### src/rtl/pa_iu_ras_upd_pkg.sv
// ---------------------------------------------------------------------------
// pa_iu_ras_upd_pkg
//   Shared IU definitions for the RAS update resolver: link-register indices,
//   default target-PC width and RAS depth, and the link-register test.
// ---------------------------------------------------------------------------
package pa_iu_ras_upd_pkg;

    localparam int PC_WIDTH_DEF  = 24;
    localparam int ENTRY_NUM_DEF = 4;

    // x1 (ra) and x5 (t0) are the RISC-V link registers.
    localparam logic [4:0] LINK_REG_X1 = 5'd1;
    localparam logic [4:0] LINK_REG_X5 = 5'd5;

    function automatic logic is_link_reg(input logic [4:0] idx);
        return (idx == LINK_REG_X1) || (idx == LINK_REG_X5);
    endfunction

endpackage

### src/rtl/pa_iu_ras_upd_if.sv
// ---------------------------------------------------------------------------
// pa_iu_ras_upd_if
//   EX-to-IFU RAS update bundle.
//   master : EX/RTU side, drives the resolved instruction and the flush,
//            observes the update pulses.
//   slave  : the resolver (pa_iu_ras_upd).
//
// Handshake: there is no ready. ex_inst_vld marks an instruction in EX and
// ex_stall holds it there; the resolver takes each instruction exactly once
// on its first valid cycle. The iu_ifu_* pulses are fire-and-forget: one
// cycle high, the IFU must act on them in that cycle. The *_gate outputs
// are a same-cycle-earlier superset used only for the IFU clock gates.
// ---------------------------------------------------------------------------
interface pa_iu_ras_upd_if
    import pa_iu_ras_upd_pkg::*;
#(
    parameter int PC_WIDTH  = PC_WIDTH_DEF,
    parameter int ENTRY_NUM = ENTRY_NUM_DEF
) ();

    localparam int DEPTH_W = $clog2(ENTRY_NUM + 1);

    // EX / RTU -> resolver
    logic                ex_inst_vld;
    logic                ex_stall;
    logic                ex_inst_jal;
    logic                ex_inst_jalr;
    logic                ex_inst_branch;
    logic [4:0]          ex_rd;
    logic [4:0]          ex_rs1;
    logic                ex_pred_taken;
    logic                ex_act_taken;
    logic [PC_WIDTH-1:0] ex_pred_tar_pc;
    logic [PC_WIDTH-1:0] ex_act_tar_pc;
    logic                rtu_ifu_flush_fe;

    // resolver -> IFU
    logic                iu_ifu_link_vld;
    logic                iu_ifu_ret_vld;
    logic                iu_ifu_pc_mispred;
    logic                iu_ifu_bht_mispred;
    logic                iu_ifu_link_vld_gate;
    logic                iu_ifu_ret_vld_gate;
    logic                iu_ifu_pc_mispred_gate;
    logic                iu_ifu_bht_mispred_gate;
    logic [DEPTH_W-1:0]  iu_ras_depth;
    logic                iu_ras_underflow;

    modport master (
        output ex_inst_vld, ex_stall, ex_inst_jal, ex_inst_jalr, ex_inst_branch,
               ex_rd, ex_rs1, ex_pred_taken, ex_act_taken,
               ex_pred_tar_pc, ex_act_tar_pc, rtu_ifu_flush_fe,
        input  iu_ifu_link_vld, iu_ifu_ret_vld, iu_ifu_pc_mispred, iu_ifu_bht_mispred,
               iu_ifu_link_vld_gate, iu_ifu_ret_vld_gate,
               iu_ifu_pc_mispred_gate, iu_ifu_bht_mispred_gate,
               iu_ras_depth, iu_ras_underflow
    );

    modport slave (
        input  ex_inst_vld, ex_stall, ex_inst_jal, ex_inst_jalr, ex_inst_branch,
               ex_rd, ex_rs1, ex_pred_taken, ex_act_taken,
               ex_pred_tar_pc, ex_act_tar_pc, rtu_ifu_flush_fe,
        output iu_ifu_link_vld, iu_ifu_ret_vld, iu_ifu_pc_mispred, iu_ifu_bht_mispred,
               iu_ifu_link_vld_gate, iu_ifu_ret_vld_gate,
               iu_ifu_pc_mispred_gate, iu_ifu_bht_mispred_gate,
               iu_ras_depth, iu_ras_underflow
    );

endinterface

### src/rtl/pa_iu_ras_upd_gated_clk_cell.sv
// ---------------------------------------------------------------------------
// pa_iu_ras_upd_gated_clk_cell
//   Latch-based integrated clock gate.
//   clk_in             : free-running clock
//   global_en          : chip-level clock enable
//   module_en          : forces the clock on (ICG disabled for this module)
//   local_en           : activity-based enable from the owning logic
//   external_en        : unconditional enable
//   pad_yy_icg_scan_en : scan mode, clock always on
//   clk_out            : gated clock
// ---------------------------------------------------------------------------
module pa_iu_ras_upd_gated_clk_cell (
    input  logic clk_in,
    input  logic global_en,
    input  logic module_en,
    input  logic local_en,
    input  logic external_en,
    input  logic pad_yy_icg_scan_en,
    output logic clk_out
);

    logic clk_en_bf_latch;
    logic clk_en_lat;

    assign clk_en_bf_latch = (global_en & (module_en | local_en)) | external_en;

    // Enable is captured while the clock is low so clk_out cannot glitch.
    always_latch begin
        if (!clk_in) begin
            clk_en_lat <= clk_en_bf_latch | pad_yy_icg_scan_en;
        end
    end

    assign clk_out = clk_in & clk_en_lat;

endmodule

### src/rtl/pa_iu_ras_upd.sv
// ---------------------------------------------------------------------------
// pa_iu_ras_upd
//   EX-stage resolver for the IFU return-address stack. Classifies the EX
//   instruction as call / return / jump / branch, compares predicted vs
//   resolved outcome and issues one-cycle registered pulses to the IFU.
//   Ports:
//     forever_cpuclk, cpurst_b     : clock, synchronous active-low reset
//     cp0_yy_clk_en, cp0_iu_icg_en,
//     pad_yy_icg_scan_en           : clock-gate controls
//     ras_if (slave)               : EX inputs, flush, IFU update pulses,
//                                    gate companions, depth and underflow
// ---------------------------------------------------------------------------
module pa_iu_ras_upd
    import pa_iu_ras_upd_pkg::*;
#(
    parameter int PC_WIDTH  = PC_WIDTH_DEF,
    parameter int ENTRY_NUM = ENTRY_NUM_DEF
) (
    input  logic           forever_cpuclk,
    input  logic           cpurst_b,
    input  logic           cp0_yy_clk_en,
    input  logic           cp0_iu_icg_en,
    input  logic           pad_yy_icg_scan_en,
    pa_iu_ras_upd_if.slave ras_if
);

    localparam int                 DEPTH_W   = $clog2(ENTRY_NUM + 1);
    localparam logic [DEPTH_W-1:0] DEPTH_MAX = DEPTH_W'(ENTRY_NUM);

    logic                ras_clk;
    logic                local_en;

    logic [PC_WIDTH-1:0] pred_pc;
    logic [PC_WIDTH-1:0] act_pc;
    logic                rd_link;
    logic                rs1_link;
    logic                is_jump;
    logic                is_call;
    logic                is_ret;
    logic                is_pc_mis;
    logic                is_bht_mis;
    logic                fire;
    logic                flush;

    logic                fire_done_q;
    logic                link_q;
    logic                ret_q;
    logic                pc_mis_q;
    logic                bht_mis_q;
    logic [DEPTH_W-1:0]  depth_q;

    logic                link_out;
    logic                ret_out;

    //------------------------------------------------------------------
    // Classification and compare
    //------------------------------------------------------------------
    assign pred_pc  = ras_if.ex_pred_tar_pc;
    assign act_pc   = ras_if.ex_act_tar_pc;
    assign flush    = ras_if.rtu_ifu_flush_fe;

    assign rd_link  = is_link_reg(ras_if.ex_rd);
    assign rs1_link = is_link_reg(ras_if.ex_rs1);
    assign is_jump  = ras_if.ex_inst_jal | ras_if.ex_inst_jalr;

    // A jalr that both writes and reads a link register is treated purely
    // as a call; the return half is dropped.
    assign is_call    = is_jump & rd_link;
    assign is_ret     = ras_if.ex_inst_jalr & rs1_link & ~rd_link;
    assign is_pc_mis  = is_jump & (pred_pc != act_pc);
    assign is_bht_mis = ras_if.ex_inst_branch
                      & (ras_if.ex_pred_taken != ras_if.ex_act_taken);

    // Only the first EX cycle of an instruction may fire.
    assign fire = ras_if.ex_inst_vld & ~fire_done_q;

    //------------------------------------------------------------------
    // Clock gate. Reset and a pending fire_done also keep the clock
    // running so both can be cleared without an instruction present.
    //------------------------------------------------------------------
    assign local_en = ras_if.ex_inst_vld | flush
                    | link_q | ret_q | pc_mis_q | bht_mis_q
                    | fire_done_q | ~cpurst_b;

    pa_iu_ras_upd_gated_clk_cell x_gated_clk_cell (
        .clk_in             (forever_cpuclk),
        .global_en          (cp0_yy_clk_en),
        .module_en          (cp0_iu_icg_en),
        .local_en           (local_en),
        .external_en        (1'b0),
        .pad_yy_icg_scan_en (pad_yy_icg_scan_en),
        .clk_out            (ras_clk)
    );

    //------------------------------------------------------------------
    // fire_done: remembers that a stalled instruction already fired.
    //------------------------------------------------------------------
    always_ff @(posedge ras_clk) begin
        if (!cpurst_b) begin
            fire_done_q <= 1'b0;
        end else if (flush || !ras_if.ex_stall) begin
            fire_done_q <= 1'b0;
        end else if (fire) begin
            fire_done_q <= 1'b1;
        end
    end

    //------------------------------------------------------------------
    // Registered update pulses
    //------------------------------------------------------------------
    always_ff @(posedge ras_clk) begin
        if (!cpurst_b) begin
            link_q    <= 1'b0;
            ret_q     <= 1'b0;
            pc_mis_q  <= 1'b0;
            bht_mis_q <= 1'b0;
        end else begin
            link_q    <= is_call    & fire & ~flush;
            ret_q     <= is_ret     & fire & ~flush;
            pc_mis_q  <= is_pc_mis  & fire & ~flush;
            bht_mis_q <= is_bht_mis & fire & ~flush;
        end
    end

    // A flush in the output cycle also kills a pulse already registered.
    assign link_out                  = link_q & ~flush;
    assign ret_out                   = ret_q  & ~flush;
    assign ras_if.iu_ifu_link_vld    = link_out;
    assign ras_if.iu_ifu_ret_vld     = ret_out;
    assign ras_if.iu_ifu_pc_mispred  = pc_mis_q  & ~flush;
    assign ras_if.iu_ifu_bht_mispred = bht_mis_q & ~flush;

    // Gate companions: no fire/flush qualification, one cycle ahead.
    assign ras_if.iu_ifu_link_vld_gate    = is_call    & ras_if.ex_inst_vld;
    assign ras_if.iu_ifu_ret_vld_gate     = is_ret     & ras_if.ex_inst_vld;
    assign ras_if.iu_ifu_pc_mispred_gate  = is_pc_mis  & ras_if.ex_inst_vld;
    assign ras_if.iu_ifu_bht_mispred_gate = is_bht_mis & ras_if.ex_inst_vld;

    //------------------------------------------------------------------
    // Committed depth: follows the pulses the IFU actually sees.
    //------------------------------------------------------------------
    always_ff @(posedge ras_clk) begin
        if (!cpurst_b) begin
            depth_q <= '0;
        end else if (link_out && (depth_q != DEPTH_MAX)) begin
            depth_q <= depth_q + DEPTH_W'(1);
        end else if (ret_out && (depth_q != '0)) begin
            depth_q <= depth_q - DEPTH_W'(1);
        end
    end

    assign ras_if.iu_ras_depth     = depth_q;
    assign ras_if.iu_ras_underflow = ret_out & (depth_q == '0);

endmodule

### src/flat_wrapper.sv
// flat-port wrapper written by rule: the top's interface ports become plain ports
module pa_iu_ras_upd_flat import pa_iu_ras_upd_pkg::*;
#(
    parameter int PC_WIDTH  = PC_WIDTH_DEF,
    parameter int ENTRY_NUM = ENTRY_NUM_DEF
)
  (forever_cpuclk, cpurst_b, cp0_yy_clk_en, cp0_iu_icg_en, pad_yy_icg_scan_en, ras_if_ex_inst_vld, ras_if_ex_stall, ras_if_ex_inst_jal, ras_if_ex_inst_jalr, ras_if_ex_inst_branch, ras_if_ex_rd, ras_if_ex_rs1, ras_if_ex_pred_taken, ras_if_ex_act_taken, ras_if_ex_pred_tar_pc, ras_if_ex_act_tar_pc, ras_if_rtu_ifu_flush_fe, ras_if_iu_ifu_link_vld, ras_if_iu_ifu_ret_vld, ras_if_iu_ifu_pc_mispred, ras_if_iu_ifu_bht_mispred, ras_if_iu_ifu_link_vld_gate, ras_if_iu_ifu_ret_vld_gate, ras_if_iu_ifu_pc_mispred_gate, ras_if_iu_ifu_bht_mispred_gate, ras_if_iu_ras_depth, ras_if_iu_ras_underflow);
  pa_iu_ras_upd_if #(.PC_WIDTH(PC_WIDTH), .ENTRY_NUM(ENTRY_NUM)) ras_if_i ();
  input  logic forever_cpuclk;
  input  logic cpurst_b;
  input  logic cp0_yy_clk_en;
  input  logic cp0_iu_icg_en;
  input  logic pad_yy_icg_scan_en;
  input wire logic [$bits(ras_if_i.ex_inst_vld)-1:0] ras_if_ex_inst_vld;
  input wire logic [$bits(ras_if_i.ex_stall)-1:0] ras_if_ex_stall;
  input wire logic [$bits(ras_if_i.ex_inst_jal)-1:0] ras_if_ex_inst_jal;
  input wire logic [$bits(ras_if_i.ex_inst_jalr)-1:0] ras_if_ex_inst_jalr;
  input wire logic [$bits(ras_if_i.ex_inst_branch)-1:0] ras_if_ex_inst_branch;
  input wire logic [$bits(ras_if_i.ex_rd)-1:0] ras_if_ex_rd;
  input wire logic [$bits(ras_if_i.ex_rs1)-1:0] ras_if_ex_rs1;
  input wire logic [$bits(ras_if_i.ex_pred_taken)-1:0] ras_if_ex_pred_taken;
  input wire logic [$bits(ras_if_i.ex_act_taken)-1:0] ras_if_ex_act_taken;
  input wire logic [$bits(ras_if_i.ex_pred_tar_pc)-1:0] ras_if_ex_pred_tar_pc;
  input wire logic [$bits(ras_if_i.ex_act_tar_pc)-1:0] ras_if_ex_act_tar_pc;
  input wire logic [$bits(ras_if_i.rtu_ifu_flush_fe)-1:0] ras_if_rtu_ifu_flush_fe;
  output wire logic [$bits(ras_if_i.iu_ifu_link_vld)-1:0] ras_if_iu_ifu_link_vld;
  output wire logic [$bits(ras_if_i.iu_ifu_ret_vld)-1:0] ras_if_iu_ifu_ret_vld;
  output wire logic [$bits(ras_if_i.iu_ifu_pc_mispred)-1:0] ras_if_iu_ifu_pc_mispred;
  output wire logic [$bits(ras_if_i.iu_ifu_bht_mispred)-1:0] ras_if_iu_ifu_bht_mispred;
  output wire logic [$bits(ras_if_i.iu_ifu_link_vld_gate)-1:0] ras_if_iu_ifu_link_vld_gate;
  output wire logic [$bits(ras_if_i.iu_ifu_ret_vld_gate)-1:0] ras_if_iu_ifu_ret_vld_gate;
  output wire logic [$bits(ras_if_i.iu_ifu_pc_mispred_gate)-1:0] ras_if_iu_ifu_pc_mispred_gate;
  output wire logic [$bits(ras_if_i.iu_ifu_bht_mispred_gate)-1:0] ras_if_iu_ifu_bht_mispred_gate;
  output wire logic [$bits(ras_if_i.iu_ras_depth)-1:0] ras_if_iu_ras_depth;
  output wire logic [$bits(ras_if_i.iu_ras_underflow)-1:0] ras_if_iu_ras_underflow;
  assign ras_if_i.ex_inst_vld = ras_if_ex_inst_vld;
  assign ras_if_i.ex_stall = ras_if_ex_stall;
  assign ras_if_i.ex_inst_jal = ras_if_ex_inst_jal;
  assign ras_if_i.ex_inst_jalr = ras_if_ex_inst_jalr;
  assign ras_if_i.ex_inst_branch = ras_if_ex_inst_branch;
  assign ras_if_i.ex_rd = ras_if_ex_rd;
  assign ras_if_i.ex_rs1 = ras_if_ex_rs1;
  assign ras_if_i.ex_pred_taken = ras_if_ex_pred_taken;
  assign ras_if_i.ex_act_taken = ras_if_ex_act_taken;
  assign ras_if_i.ex_pred_tar_pc = ras_if_ex_pred_tar_pc;
  assign ras_if_i.ex_act_tar_pc = ras_if_ex_act_tar_pc;
  assign ras_if_i.rtu_ifu_flush_fe = ras_if_rtu_ifu_flush_fe;
  assign ras_if_iu_ifu_link_vld = ras_if_i.iu_ifu_link_vld;
  assign ras_if_iu_ifu_ret_vld = ras_if_i.iu_ifu_ret_vld;
  assign ras_if_iu_ifu_pc_mispred = ras_if_i.iu_ifu_pc_mispred;
  assign ras_if_iu_ifu_bht_mispred = ras_if_i.iu_ifu_bht_mispred;
  assign ras_if_iu_ifu_link_vld_gate = ras_if_i.iu_ifu_link_vld_gate;
  assign ras_if_iu_ifu_ret_vld_gate = ras_if_i.iu_ifu_ret_vld_gate;
  assign ras_if_iu_ifu_pc_mispred_gate = ras_if_i.iu_ifu_pc_mispred_gate;
  assign ras_if_iu_ifu_bht_mispred_gate = ras_if_i.iu_ifu_bht_mispred_gate;
  assign ras_if_iu_ras_depth = ras_if_i.iu_ras_depth;
  assign ras_if_iu_ras_underflow = ras_if_i.iu_ras_underflow;
  pa_iu_ras_upd #(.PC_WIDTH(PC_WIDTH), .ENTRY_NUM(ENTRY_NUM)) u_core (.forever_cpuclk(forever_cpuclk), .cpurst_b(cpurst_b), .cp0_yy_clk_en(cp0_yy_clk_en), .cp0_iu_icg_en(cp0_iu_icg_en), .pad_yy_icg_scan_en(pad_yy_icg_scan_en), .ras_if(ras_if_i));
endmodule
### config.mk
export PLATFORM = sky130hd
export DESIGN_NAME = pa_iu_ras_upd_flat
export DESIGN_NICKNAME = d
export VERILOG_FILES = /design/src/rtl/pa_iu_ras_upd_pkg.sv /design/src/rtl/pa_iu_ras_upd_if.sv /design/src/rtl/pa_iu_ras_upd_gated_clk_cell.sv /design/src/rtl/pa_iu_ras_upd.sv /design/src/flat_wrapper.sv
export SDC_FILE = /design/constraint.sdc
export NUM_CORES = 1
export LEC_CHECK = 0
export ABC_AREA = 1
export BUFFER_PORTS_ARGS = -buffer_cell sky130_fd_sc_hd__clkbuf_2
export CAP_MARGIN = 10
export CELL_PAD_IN_SITES_DETAIL_PLACEMENT = 1
export CELL_PAD_IN_SITES_GLOBAL_PLACEMENT = 1
export CORE_MARGIN = 2
export CORE_UTILIZATION = 24
export CTS_CLUSTER_DIAMETER = 30
export DETAILED_ROUTE_END_ITERATION = 7
export MAX_ROUTING_LAYER = met4
export PLACE_DENSITY_LB_ADDON = 0.1
export SKIP_CTS_REPAIR_TIMING = 1
export SYNTH_ARGS = -nofsm -noshare
export SYNTH_HDL_FRONTEND = slang
export SYNTH_SLANG_ARGS = --single-unit
### constraint.sdc
create_clock -name vclk -period 1.5
set_clock_uncertainty 0.1 [all_clocks]
set_input_delay 0.15 -clock vclk [all_inputs]
set_output_delay 0.15 -clock vclk [all_outputs]
set_load 0.02 [all_outputs]
==> results of run 1 <==
==> state kept, by name, indices dropped and copies added (netlist names) <==
register                            cells
u_core.bht_mis_q                        1
u_core.link_q                           1
u_core.ret_q                            1
u_core.x_gated_clk_cell.clk_en_lat      1
u_core.ras_if.iu_ras_depth              3
u_core.pc_mis_q                         1
u_core.fire_done_q                      1
==> power by group through the flow <==
stage,Combinational (W),Sequential (W),Clock [W]
3_3_place_gp,0.000231,0.0000153,0
4_1_cts,0.000239,0.0000153,0
5_1_grt,0.000275,0.0000156,0
3_5_place_dp,0.000238,0.0000153,0
6_report,0.000232,0.0000153,0
2_1_floorplan,0.000109,0.0000152,0
==> kinds of logic after synthesis <==
family | after synthesis
compound gates | 7
xor+xnor | 3
fa+ha+maj | 1
buf+inv | 51
flops | 8
latches | 1
simple gates | 126
==> worst max-delay path: cells and delay by family <==
kind	cells	cell delay (ns)
buf+inv	2	0.25
simple gates	8	0.63
==> metrics by stage <==
step | cells | worst slack [ns] | total power (W) | hold slack, ns | util [%]
after floorplan | 197 | 0.388 | 0.000124 | 0.262 | -
after global placement | 328 | 0.192 | 0.000246 | 0.522 | 36.4
after detailed placement | 328 | 0.175 | 0.000253 | 0.528 | 36.4
after CTS | 328 | 0.173 | 0.000254 | 0.530 | 36.4
after global routing | 328 | 0.0123 | 0.000291 | 0.559 | 36.4
final | 328 | 0.219 | 0.000247 | 0.524 | 36.4
==> area by class of cell <==
cell class | instances | area share [%]
inverters | 51 | 13.3
multi-input cells | 137 | 41.8
flip-flops and latches | 9 | 12.2
well taps | 50 | 4.36
repair buffers | 81 | 28.2
==> cells in the final DEF (no fill, tap or decap), types with 2 or more instances in the layout <==
cell | Yosys | routed
xor2_1 | 3 | 3
a21oi_1 | 4 | 4
nor3b_1 | 2 | 2
inv_2 | 3 | 3
nand2_1 | 65 | 65
nor2_1 | 42 | 42
o21ai_1 | 2 | 2
dfxtp_1 | 8 | 8
nand3_1 | 7 | 7
nor3_1 | 2 | 2
clkbuf_2 | 0 | 81
inv_1 | 48 | 48
nand2_2 | 3 | 3
==> path summary, 6_finish.rpt <==
check,from,end,slack [ns],depth (start not counted)
max,ras_if_ex_act_tar_pc[16],ras_if_iu_ifu_pc_mispred_gate,0.22,10
min,ras_if_rtu_ifu_flush_fe,ras_if_iu_ifu_pc_mispred,0.52,3
==> per-layer routing <==
metal	vias up	global-route usage, %	wire, um
met5	-	-	0
met4	0	0	0
met2	27	27.1	1530
met3	0	0.667	111
li1	730	-	-
met1	573	15.0	1150
==> impl_metrics.py, run 1 <==
metrics = {
    "timing": {
        "setup_viol": 0,
        "final.setup.tns_ns": 0,
        "fin_crit_sh_pct": 85.4,
        "slew-limit-headroom_pct": 77.7,
        "hold_viol": 0,
        "fmax_mhz": 781,
        "unconstrained_endpoints": 12,
        "slew_viol_final": 0,
        "unclocked_regs": 9,
        "period_needed_ns": 1.28,
        "tightest_slew_ns": 0.331,
        "rsz0062_at_grt": "false",
    },
    "synthesis": {
        "synth_most_common_cell": "nand2_1",
        "syn_inst": 197,
        "synth_area_per_cell_um2": 4.91,
        "synthSimpleGateAreaFrac_pct": 53.4,
        "synthAdderAreaFrac_pct": 2.07,
        "synth-async-reset-ratio_pct": 0,
        "synth_top_family_by_area": "simple AND/OR/NAND/NOR gates",
        "synth_top_area_share_pct": 25.2,
        "synth_commonest_cells": "65 x nand2_1, 48 x inv_1, 42 x nor2_1, 8 x dfxtp_1, 7 x nand3_1",
        "yosysUniqueCellTypes": 20,
        "synth.area.mux_share_pct": 0,
        "synth.area.top_cells": "nand2_1 25%, inv_1 19%, dfxtp_1 17%",
        "yosys_warnings": 0,
        "synth_edf_count": 0,
        "synth_fp_nets": 269,
        "synth_compound_area_share_pct": 3.88,
        "synthFlopType": "dfxtp_1",
        "synth_area_um2": 967,
        "synth-xor-area-share_pct": 2.72,
        "yosysTopAreaCell": "nand2_1",
        "ys_ff_latch": 9,
    },
    "floorplanning": {
        "core_um2": 3940,
        "die_w_um": 67.5,
        "num_io_pins": 83,
        "die_y_um": 67.5,
        "dieArea_um2": 4550,
        "rows": 23,
        "start_util_pct": 24.5,
    },
    "setup_path": {
        "start_kind": "primary input",
        "required_ns": 1.25,
        "worstPathCellList": "clkbuf_2, nor2_1, nor2_1, nor2_1, nand2_1, nor2_1, nand3_1, nand2_1, nor2_1, clkbuf_2",
        "crit_path_end_kind": "primary output",
        "worstSetupPathType": "in -> out",
        "cp_max_fo": 2,
        "cpPeakStageDelay_ns": 0.16,
        "critical_path_arrival_ns": 1.03,
        "crit_slowest_cell": "clkbuf_2",
        "crit_path_frequent_cell": "nor2_1",
    },
    "grt": {
        "gr-total-overflow": 0,
        "grt_pass1_vias": 1320,
        "antenna_found_initial": 0,
        "track_usage_pct": 13.4,
        "grt_max_degree": 9,
        "grt_pass1_wl_mm": 4.93,
    },
    "power_and_ir_drop": {
        "power-per-cell-area_nw_per_um2": 172,
        "p_int_w": 0.000131,
        "peakVddDrop_v": 0.0000555,
        "power_switching_w": 0.000116,
        "power_frac_clock_pct": 0,
        "p_seq_share_pct": 6.2,
        "leakage_nw": 0.991,
        "swShare_pct": 47.1,
        "power.share.combinational_pct": 93.8,
    },
    "hold_path": {
        "hold_class": "in -> out",
    },
    "cells_and_area": {
        "syn2layout_area_growth_pct": 48.4,
        "fillers": 595,
        "layout-drive-gt1-share_pct": 32.0,
        "multi_input_area_um2": 601,
        "finish.instance_area_um2": 1440,
        "seq_area_um2": 175,
        "nets": 352,
        "n_antenna_cell": 0,
    },
    "detailed_routing": {
        "avgRoutedWirePerCell_um": 8.52,
        "routed_wl_mm": 2.79,
        "dr.pass1.iters": 3,
        "viasPerCell": 4.05,
        "vias": 1330,
        "drt_iter0_drc": 19,
        "route.antenna.remaining_nets": 0,
        "route.detailed.drc": 0,
    },
    "run": {
        "cap_violations": 0,
    },
    "placement": {
        "place_area_um2": 1440,
        "numPortBuffers": 81,
        "place_congestion": 0.718,
        "dp_hpwl_mm": 2.77,
    },
    "outcome": {
        "status": "finished, final reports clean",
    },
}
(Power assumes the default switching activity.)
==> inputs of run 2 (changes only) <==
==> constraint.sdc (replaced) <==
create_clock -name vclk -period 1.7
set_clock_uncertainty 0.1 [all_clocks]
set_input_delay 0.17 -clock vclk [all_inputs]
set_output_delay 0.17 -clock vclk [all_outputs]
set_load 0.02 [all_outputs]
==> impl_metrics.py, run 2 (synthesis results as in run 1) <==
metrics = {
    "power_and_ir_drop": {
        "p_int_w": 0.000115,
        "peakVddDrop_v": 0.0000519,
        "power.share.combinational_pct": 93.8,
        "leakage_nw": 0.991,
        "power_frac_clock_pct": 0,
        "power-per-cell-area_nw_per_um2": 151,
        "p_seq_share_pct": 6.2,
        "swShare_pct": 46.9,
        "power_switching_w": 0.000102,
    },
    "cells_and_area": {
        "final_common_cell": "clkbuf_2",
        "nets": 352,
        "layout-drive-gt1-share_pct": 32.0,
        "final_cell_mix": "81 x clkbuf_2, 65 x nand2_1, 48 x inv_1",
        "syn2layout_area_growth_pct": 48.4,
        "n_antenna_cell": 0,
        "finish.utilization_pct": 36.4,
        "largest_register_ffs": 3,
    },
    "setup_path": {
        "cp-startpoint": "ras_if_ex_act_tar_pc[10]",
        "worstSetupPathType": "in -> out",
        "start_kind": "primary input",
        "critical_path_arrival_ns": 1.11,
        "cp_max_fo": 2,
        "required_ns": 1.43,
        "crit_path_end_kind": "primary output",
    },
    "detailed_routing": {
        "route.antenna.remaining_nets": 0,
        "avgRoutedWirePerCell_um": 8.26,
        "routed_wl_mm": 2.71,
        "drt_iter0_drc": 27,
        "dr.pass1.iters": 4,
        "wl_met1_mm": 1.11,
        "wl_met3_um": 116,
        "vias": 1333,
        "viasPerCell": 4.06,
        "route.detailed.drc": 0,
        "top_layer": "met3",
        "wl_met2_mm": 1.48,
    },
    "timing": {
        "final.setup.tns_ns": 0,
        "slew-limit-headroom_pct": 77.8,
        "rsz0062_at_grt": "false",
        "slew_viol_final": 0,
        "setup_viol": 0,
        "unconstrained_endpoints": 12,
        "tightest_slew_ns": 0.330,
        "fin_crit_sh_pct": 81.2,
        "period_needed_ns": 1.38,
        "unclocked_regs": 9,
        "fmax_mhz": 725,
        "hold_viol": 0,
    },
    "placement": {
        "place_congestion": 0.716,
        "numPortBuffers": 81,
        "dp_hpwl_mm": 2.67,
    },
    "floorplanning": {
        "num_io_pins": 83,
        "core_um2": 3940,
        "die_y_um": 67.5,
        "die_w_um": 67.5,
        "start_util_pct": 24.5,
        "rows": 23,
        "dieArea_um2": 4550,
    },
    "grt": {
        "track_usage_pct": 12.8,
        "gr-total-overflow": 0,
        "grt_max_degree": 9,
        "grt_pass1_vias": 1206,
        "antenna_found_initial": 0,
        "grt_pass1_wl_mm": 4.66,
    },
    "outcome": {
        "status": "finished, final reports clean",
    },
    "hold_path": {
        "hold_class": "in -> out",
        "hold_start": "ras_if_rtu_ifu_flush_fe",
    },
    "run": {
        "cap_violations": 0,
    },
}
run 2: cell counts in the layout (fill, tap and decap cells not counted):
No cell type changed its count.
run 2: worst paths after layout:
path  depth (start not counted)                       endpoint
max                          10  ras_if_iu_ifu_pc_mispred_gate
min                           3       ras_if_iu_ifu_pc_mispred
run 2: cell type report:
class	instances	area [um2]
Inverter	51	191
Multi-Input combinational cell	137	601
Sequential cell	9	175
Timing Repair Buffer	81	405
Tap cell	50	62.6
Fill cell	601	2510
run 2: worst max-delay path: stages:
cell and delay (ns):
clkbuf_2 0.09, nor2_1 0.10, nor2_1 0.05, nor2_1 0.08, nand2_1 0.06, nor2_1 0.17
nand3_1 0.11, nand2_1 0.09, nor2_1 0.04, clkbuf_2 0.15
run 2: through the flow:
step	total power (W)	hold slack, ns	worst slack [ns]	instance area (um2)	instances
final	0.000217	0.565	0.320	1440	328
after global routing	0.000256	0.598	0.102	1440	328
after CTS	0.000223	0.569	0.288	1440	328
after detailed placement	0.000222	0.569	0.291	1440	328
after global placement	0.000217	0.562	0.348	1440	328
after floorplan	0.000110	0.302	0.548	967	197
run 2: power groups by stage:
stage          registers [W]  logic [W]  clock network (W)
2_1_floorplan      0.0000134  0.0000961                  0
4_1_cts            0.0000135   0.000210                  0
5_1_grt            0.0000138   0.000242                  0
3_3_place_gp       0.0000135   0.000204                  0
6_report           0.0000135   0.000204                  0
3_5_place_dp       0.0000135   0.000209                  0
run 2: routing by layer:
metal,vias up,global-route usage [%]
li1,733,-
met1,573,14.1
met2,27,26.2
met3,0,0.833
met4,0,0
met5,-,-
